$ cat src/rtl/bist_engine_if.sv
// Control/status interface of the BIST engine.
//   start, abort           : test request and cancel (driven by the master)
//   busy, done, pass, fail : engine status (driven by the engine)
//   signature              : current MISR contents
interface bist_engine_if #(
  parameter int SIG_W = 4
);
  logic             start;
  logic             abort;
  logic             busy;
  logic             done;
  logic             pass;
  logic             fail;
  logic [SIG_W-1:0] signature;

  modport master (
    output start, abort,
    input  busy, done, pass, fail, signature
  );

  modport slave (
    input  start, abort,
    output busy, done, pass, fail, signature
  );
endinterface

$ cat src/rtl/bist_engine.sv
// Built-in self-test engine around one combinational CUT.
// In functional mode func_in passes straight to cut_in. On an accepted start
// an LFSR drives N_PATTERNS patterns into the CUT, a MISR compresses the
// responses, and the final signature is compared against GOLDEN_SIG.
// Ports:
//   clk     : rising-edge clock
//   reset   : asynchronous active-low reset
//   ctl     : control/status interface (start, abort, busy, done, pass, fail, signature)
//   func_in : functional-mode CUT inputs
//   cut_in  : CUT input drive (LFSR during APPLY, func_in otherwise)
//   cut_out : CUT response
module bist_engine #(
  parameter int                N_IN       = 3,
  parameter int                N_OUT      = 1,
  parameter int                SIG_W      = 4,
  parameter int                N_PATTERNS = 7,
  parameter logic [N_IN-1:0]   LFSR_POLY  = 3'b110,
  parameter logic [N_IN-1:0]   LFSR_SEED  = 3'b001,
  parameter logic [SIG_W-1:0]  SIG_POLY   = 4'b0011,
  parameter logic [SIG_W-1:0]  GOLDEN_SIG = 4'b0000
) (
  input  logic             clk,
  input  logic             reset,
  bist_engine_if.slave     ctl,
  input  logic [N_IN-1:0]  func_in,
  output logic [N_IN-1:0]  cut_in,
  input  logic [N_OUT-1:0] cut_out
);

  localparam int              CNT_W = $clog2(N_PATTERNS + 1);
  // An all-zero seed would lock the LFSR, so substitute 1.
  localparam logic [N_IN-1:0]  SEED  = (LFSR_SEED == '0) ? N_IN'(1) : LFSR_SEED;
  localparam logic [CNT_W-1:0] LAST  = CNT_W'(N_PATTERNS - 1);

  typedef enum logic [1:0] {IDLE, APPLY, COMPARE, DONE} state_t;

  state_t           state, state_nxt;
  logic [N_IN-1:0]  lfsr;
  logic [SIG_W-1:0] misr, misr_nxt;
  logic [CNT_W-1:0] cnt;
  logic             pass_q, fail_q;

  // State register
  always_ff @(posedge clk or negedge reset) begin
    if (!reset) state <= IDLE;
    else        state <= state_nxt;
  end

  // Next-state logic; abort overrides every transition
  always_comb begin
    state_nxt = state;
    case (state)
      IDLE:    if (ctl.start) state_nxt = APPLY;
      APPLY:   if (cnt == LAST) state_nxt = COMPARE;
      COMPARE: state_nxt = DONE;
      DONE:    state_nxt = IDLE;
      default: state_nxt = IDLE;
    endcase
    if (ctl.abort) state_nxt = IDLE;
  end

  // Output logic
  always_comb begin
    ctl.busy = (state == APPLY) || (state == COMPARE);
    ctl.done = (state == DONE) && !ctl.abort;
    cut_in   = (state == APPLY) ? lfsr : func_in;
  end

  always_comb begin
    misr_nxt = {misr[SIG_W-2:0], 1'b0}
             ^ (misr[SIG_W-1] ? SIG_POLY : '0)
             ^ SIG_W'(cut_out);
  end

  // Datapath: LFSR, MISR, pattern counter and sticky result flags
  always_ff @(posedge clk or negedge reset) begin
    if (!reset) begin
      lfsr   <= SEED;
      misr   <= '0;
      cnt    <= '0;
      pass_q <= 1'b0;
      fail_q <= 1'b0;
    end else if (ctl.abort) begin
      // LFSR and MISR hold so the partial signature stays observable
      pass_q <= 1'b0;
      fail_q <= 1'b0;
    end else begin
      case (state)
        IDLE: if (ctl.start) begin
          lfsr   <= SEED;
          misr   <= '0;
          cnt    <= '0;
          pass_q <= 1'b0;
          fail_q <= 1'b0;
        end
        APPLY: begin
          misr <= misr_nxt;
          lfsr <= {lfsr[N_IN-2:0], ^(lfsr & LFSR_POLY)};
          cnt  <= cnt + CNT_W'(1);
        end
        COMPARE: begin
          pass_q <= (misr == GOLDEN_SIG);
          fail_q <= (misr != GOLDEN_SIG);
        end
        default: ;
      endcase
    end
  end

  assign ctl.pass      = pass_q;
  assign ctl.fail      = fail_q;
  assign ctl.signature = misr;

endmodule
$ cat src/flat_wrapper.sv
// flat-port wrapper written by rule: the top's interface ports become plain ports
module bist_engine_flat 
#(
  parameter int                N_IN       = 3,
  parameter int                N_OUT      = 1,
  parameter int                SIG_W      = 4,
  parameter int                N_PATTERNS = 7,
  parameter logic [N_IN-1:0]   LFSR_POLY  = 3'b110,
  parameter logic [N_IN-1:0]   LFSR_SEED  = 3'b001,
  parameter logic [SIG_W-1:0]  SIG_POLY   = 4'b0011,
  parameter logic [SIG_W-1:0]  GOLDEN_SIG = 4'b0000
)
  (clk, reset, func_in, cut_in, cut_out, ctl_start, ctl_abort, ctl_busy, ctl_done, ctl_pass, ctl_fail, ctl_signature);
  bist_engine_if #(.SIG_W(SIG_W)) ctl_i ();
  input  logic clk;
  input  logic reset;
  input  logic [N_IN-1:0] func_in;
  output logic [N_IN-1:0] cut_in;
  input  logic [N_OUT-1:0] cut_out;
  input wire logic [$bits(ctl_i.start)-1:0] ctl_start;
  input wire logic [$bits(ctl_i.abort)-1:0] ctl_abort;
  output wire logic [$bits(ctl_i.busy)-1:0] ctl_busy;
  output wire logic [$bits(ctl_i.done)-1:0] ctl_done;
  output wire logic [$bits(ctl_i.pass)-1:0] ctl_pass;
  output wire logic [$bits(ctl_i.fail)-1:0] ctl_fail;
  output wire logic [$bits(ctl_i.signature)-1:0] ctl_signature;
  assign ctl_i.start = ctl_start;
  assign ctl_i.abort = ctl_abort;
  assign ctl_busy = ctl_i.busy;
  assign ctl_done = ctl_i.done;
  assign ctl_pass = ctl_i.pass;
  assign ctl_fail = ctl_i.fail;
  assign ctl_signature = ctl_i.signature;
  bist_engine #(.N_IN(N_IN), .N_OUT(N_OUT), .SIG_W(SIG_W), .N_PATTERNS(N_PATTERNS), .LFSR_POLY(LFSR_POLY), .LFSR_SEED(LFSR_SEED), .SIG_POLY(SIG_POLY), .GOLDEN_SIG(GOLDEN_SIG)) u_core (.clk(clk), .reset(reset), .ctl(ctl_i), .func_in(func_in), .cut_in(cut_in), .cut_out(cut_out));
endmodule
$ cat config.mk
export PLATFORM = sky130hd
export DESIGN_NAME = bist_engine_flat
export DESIGN_NICKNAME = d
export VERILOG_FILES = /design/src/rtl/bist_engine_if.sv /design/src/rtl/bist_engine.sv /design/src/flat_wrapper.sv
export SDC_FILE = /design/constraint.sdc
export NUM_CORES = 1
export LEC_CHECK = 0
export ABC_CLOCK_PERIOD_IN_PS = 3800
export CAP_MARGIN = 10
export CORE_MARGIN = 3
export CORE_UTILIZATION = 54
export CTS_BUF_LIST = sky130_fd_sc_hd__clkbuf_2 sky130_fd_sc_hd__clkbuf_4 sky130_fd_sc_hd__clkbuf_8
export CTS_CLUSTER_DIAMETER = 150
export CTS_CLUSTER_SIZE = 14
export DETAILED_ROUTE_END_ITERATION = 16
export HOLD_SLACK_MARGIN = 0.02
export PLACE_DENSITY = 0.86
export RECOVER_POWER = 50
export SYNTH_ARGS = -nofsm -noshare
export SYNTH_HDL_FRONTEND = slang
export SYNTH_SLANG_ARGS = --single-unit
$ cat constraint.sdc
create_clock -name clk -period 3.8 [get_ports clk]
set_clock_uncertainty 0.1 [all_clocks]
set_input_delay 0.76 -clock clk [delete_from_list [all_inputs] [get_ports clk]]
set_output_delay 0.76 -clock clk [all_outputs]
set_load 0.01 [all_outputs]
Word-level counts from Yosys, hierarchy flattened
Cells that the tools add are included.
{"block": "classes", "n_addsub": 1, "n_reduce_logical": 12, "n_eq_ne": 7, "n_bitwise": 3, "mux": 17}
{"cell": "case mux 3 bit (2 select lines)", "count": 2}
{"cell": "two-way mux 3 bit", "count": 3}
{"cell": "two-way mux 2 bit", "count": 4}
{"cell": "case mux 2 bit (4 select lines)", "count": 1}
{"cell": "case mux 4 bit (2 select lines)", "count": 1}
{"cell": "== test 2 bit, second input constant", "count": 2}
{"cell": "zero test 4 bit", "count": 1}
{"cell": "two-way mux 4 bit", "count": 1}
{"cell": "case mux 1 bit (2 select lines)", "count": 2}
{"cell": "AND reduction 2 bit", "count": 2}
{"cell": "nonzero test 4 bit", "count": 1}
{"cell": "XOR 4 x 1 -> 4 bit", "count": 1}
{"cell": "XOR 4 bit", "count": 1}
{"cell": "adder 3 x 1 -> 3 bit, second input constant", "count": 1}
{"cell": "== test 3 bit, second input constant", "count": 1}
{"cell": "two-way mux 1 bit", "count": 3}
{"cell": "!= test 3 x 2 -> 1 bit, second input constant", "count": 1}
{"cell": "!= test 3 bit, second input constant", "count": 1}
{"cell": "AND reduction 3 bit", "count": 1}
{"cell": "nonzero test 3 bit", "count": 1}
{"cell": "XOR reduction 3 bit", "count": 1}
{"cell": "== test 2 x 1 -> 1 bit, second input constant", "count": 1}
{"cell": "zero test 2 bit", "count": 1}
{"cell": "!= test 2 bit, second input constant", "count": 1}
{"cell": "other kinds (5)", "count": 5}
{"block": "totals", "regBits": 14, "inputBits": 8, "out_inout_bits": 11}

Depth between registers and ports, before layout
{"block": "logic_depth", "ltp_word": 4, "mapped_depth": 6, "ltp_nobuf": 5}

Worst setup path after synthesis
OpenSTA, ideal clock, no wires.
{"block": "synth_timing", "path_type": "register to output", "start": "register u_core.state[1]", "end": "output cut_in[0]", "path_buffers": 1, "slack_ps": 1729, "path_stages_with_launch": 5, "t_arrival_ps": 1211, "path_cell_list": "dfrtp_1 -> inv_1 -> ha_1 -> buf_2 -> mux2_1"}
{"block": "synth_between", "elab_chain_cells": 2}
{"element": "from (decl)", "line": "bist_engine.sv:37", "text": "state_t state, state_nxt;"}
{"element": "from (signal assigned)", "line": "bist_engine.sv:46", "text": "else state <= state_nxt;"}
{"element": "== test 2 x 1 -> 1 bit", "line": "bist_engine.sv:66", "text": "cut_in = (state == APPLY) ? lfsr : func_in;"}
{"element": "two-way mux 3 bit", "line": "bist_engine.sv:66"}
{"element": "to (decl)", "line": "flat_wrapper.sv:18", "text": "output logic [N_IN-1:0] cut_in;"}
No other way between the ends.

Final worst setup path
{"block": "layout_timing", "start": "register u_core.state[1]", "end": "output cut_in[1]"}
The elaborated chain is that of the path after synthesis.

==> flow_summary.ini <==
[status]
status = finished clean

[yosys]
yosysWarnings = 0
synth_top_area_cell = dfrtp_1
yosysMostFrequentCell = dfrtp_1
synthCells = 70
synth-edff-count = 0
async_flop_share = 1.000
synth.area.top_cells = dfrtp_1, ha_1, mux2_1
yosys-top-cells-count = dfrtp_1, inv_1, nand2_1
synthesis.nets = 84
ys_ff_latch = 14
synth_ff_type = dfrtp_1
ys_types = 27
yosysSeqAreaShare = 0.4404
synth_top_area_share = 0.4075
syn_area_um2 = 798.3
syn_avg_cell_area_um2 = 11.40

[timing]
setup-violations-final = 0
drv_slew = 0
rsz0062_at_grt = false
tightest_slew_ps = 901.8
fin_tns_setup_ps = 0
period_needed_ps = 2911
setup_slack_ps = 889.1
hold_viol = 0
max_clock_freq_mhz = 343.5
post-route-period-util = 0.7660
relSlewSlack = 0.3961

[setup_path]
worstSetupStartpointType = register
reg2reg_from = u_core.state[1]
cp_data_required_time_ps = 2940
worst-path-max-fanout = 12
r2r_cells = 4
cp_top_family = buffers and inverters
worstSetupEndpointType = output pin
rr_endpoint = u_core.lfsr[0]
crit_chain = inv_1 -> ha_1 -> mux2_1 -> clkdlybuf4s50_1
r2r_slack_ps = 1660
cp_slowest_stage_delay_ps = 480
slowest_stage = clkdlybuf4s50_1
critPathArrivalTime_ps = 2050
critPathKind = register to output pin
path_buf_inv = 2

[routing]
ant_nets = 0
vias = 590
drc_errors = 0
wl_per_cell_um = 14.47
dr.pass1.iters = 4
drt_iter0_drc = 14
drt_wl_total_mm = 1.519
via_per_inst = 5.619

[clock_network]
htreeDepth = 1
cts-root-buf = clkbuf_4
clk_pin_slew_ps = 90
clk_path_buf_depth = 2
clk_latency_ps = 290
numCtsBuffers = 3
hold_buffers = 0
cts_resized = 0
cts_num_sinks = 14
tritoncts = done
cts_setup_buffers = 0

[placed_design]
place_congestion = 0.7710
dpl.cell_count = 101
place_ws_ps = 1020
io_buffers = 18

[final_layout]
num_antenna_cells = 0
finalNonFillerCells = 105
fillers = 101
layout.nets = 105
finish.utilization = 0.7479
multi_input_area_um2 = 396.6
regArea_um2 = 351.6
areaGrowthSynthToFinish_pct = 26.49
drive_gt1_frac = 0.08889

[power]
power_frac_clock = 0.164
peakVddDrop_uv = 395.4
pwr-share-seq = 0.358
power_density_nw_per_um2 = 667.4
p_int_mw = 0.4285
leakage_nw = 0.4924
p_comb_frac = 0.479
switchingPower_mw = 0.2454
sw_frac_of_total = 0.3642

[global_routing]
grt_use_total = 0.1877
antenna_found_initial = 0
grt_pass1_vias = 577
grt_max_degree = 15
grt_pass1_wl_mm = 2.594
grt_overflow_total = 0

[die]
die_h_um = 44.45
core.rowCount = 13
coreArea_um2 = 1350
initial_core_util = 0.5913
die-width_um = 44.45
die-area_um2 = 1976
num_io_pins = 19

[min_path]
hold_end = u_core.ctl.pass
min_path_cells = 2
min-delay-start = u_core.ctl.pass
hold_path.class = register to register

[job]
drv_cap = 0
state kept, by name, summed over array words and instances, names as in the netlist:
signal	flops
u_core.cnt	3
u_core.ctl.signature	4
u_core.lfsr	3
u_core.ctl.fail	1
u_core.state	2
u_core.ctl.pass	1
logic make-up (layout without fill, tap and decap cells):
| logic type | count (synthesis) | in the layout | synth area share |
|---|---|---|---|
| buffers and inverters | 9 | 29 | 0.05329 |
| flip-flops | 14 | 14 | 0.4404 |
| adder cells (fa/ha/maj) | 6 | 6 | 0.09404 |
| XOR/XNOR | 3 | 3 | 0.03292 |
| multiplexers | 9 | 9 | 0.1254 |
| AND/OR/NAND/NOR | 16 | 16 | 0.1097 |
| AO/OA/AOI/OAI | 13 | 13 | 0.1442 |
worst max path at each step:
stage	startpoint	to	slack, ps	depth (start not counted)
finish	u_core.state[1]	cut_in[1]	890	4
detailed placement	func_in[1]	cut_in[1]	1020	3
CTS	u_core.state[1]	cut_in[1]	860	4
floorplan	u_core.state[1]	cut_in[0]	1730	4
global route	u_core.state[1]	cut_in[1]	770	4
global placement	func_in[2]	cut_in[2]	1040	3
layout make-up:
class / count / share of cell area
multi-input combinational: 47 / 0.3928
inverter: 7 / 0.02602
timing repair buffer: 18 / 0.1784
sequential: 14 / 0.3482
tap: 15 / 0.01859
clock buffer: 4 / 0.03594
power by group through the flow:
stage	logic, mW	registers [mW]	clock network [mW]
after floorplan	0.228	0.239	0
final	0.323	0.241	0.110
after global routing	0.360	0.250	0.118
after detailed placement	0.331	0.245	0
after global placement	0.324	0.241	0
after CTS	0.334	0.242	0.114
cell usage in the layout, fill, tap and decap left out, types with 2 or more instances in the layout:
cell	count
mux2i_1	4
nor2b_1	2
a22o_1	5
a32oi_1	2
inv_1	7
dfrtp_1	13
ha_1	6
mux2_1	4
clkdlybuf4s50_1	16
nand2_1	7
dlygate4sd3_1	2
clkbuf_4	3
xor2_1	2
nor2_1	2
layer usage:
layer / part of all wire / GRT usage
met3: 0.041 / 0.03659
met5: 0 / 0
met2: 0.48 / 0.2849
met1: 0.44 / 0.2398
met4: 0.032 / 0.1265
tightest hold or removal path: cells and delay by family (launching register included):
family             cells  cell delay, ps
AOI/OAI and AO/OA      1              60
DFF                    1             360
and+or+nand+nor        1              80
through the flow:
step	hold WS [ps]	instance area (um^2)	total power, mW
floorplan	364.4	798.3	0.4673
global placement	418.1	980.9	0.5645
detailed placement	407.8	980.9	0.5760
CTS	431.1	1017	0.6891
global route	456.0	1010	0.7279
finish	426.6	1010	0.6739
Power figures use the tool's default switching activity.
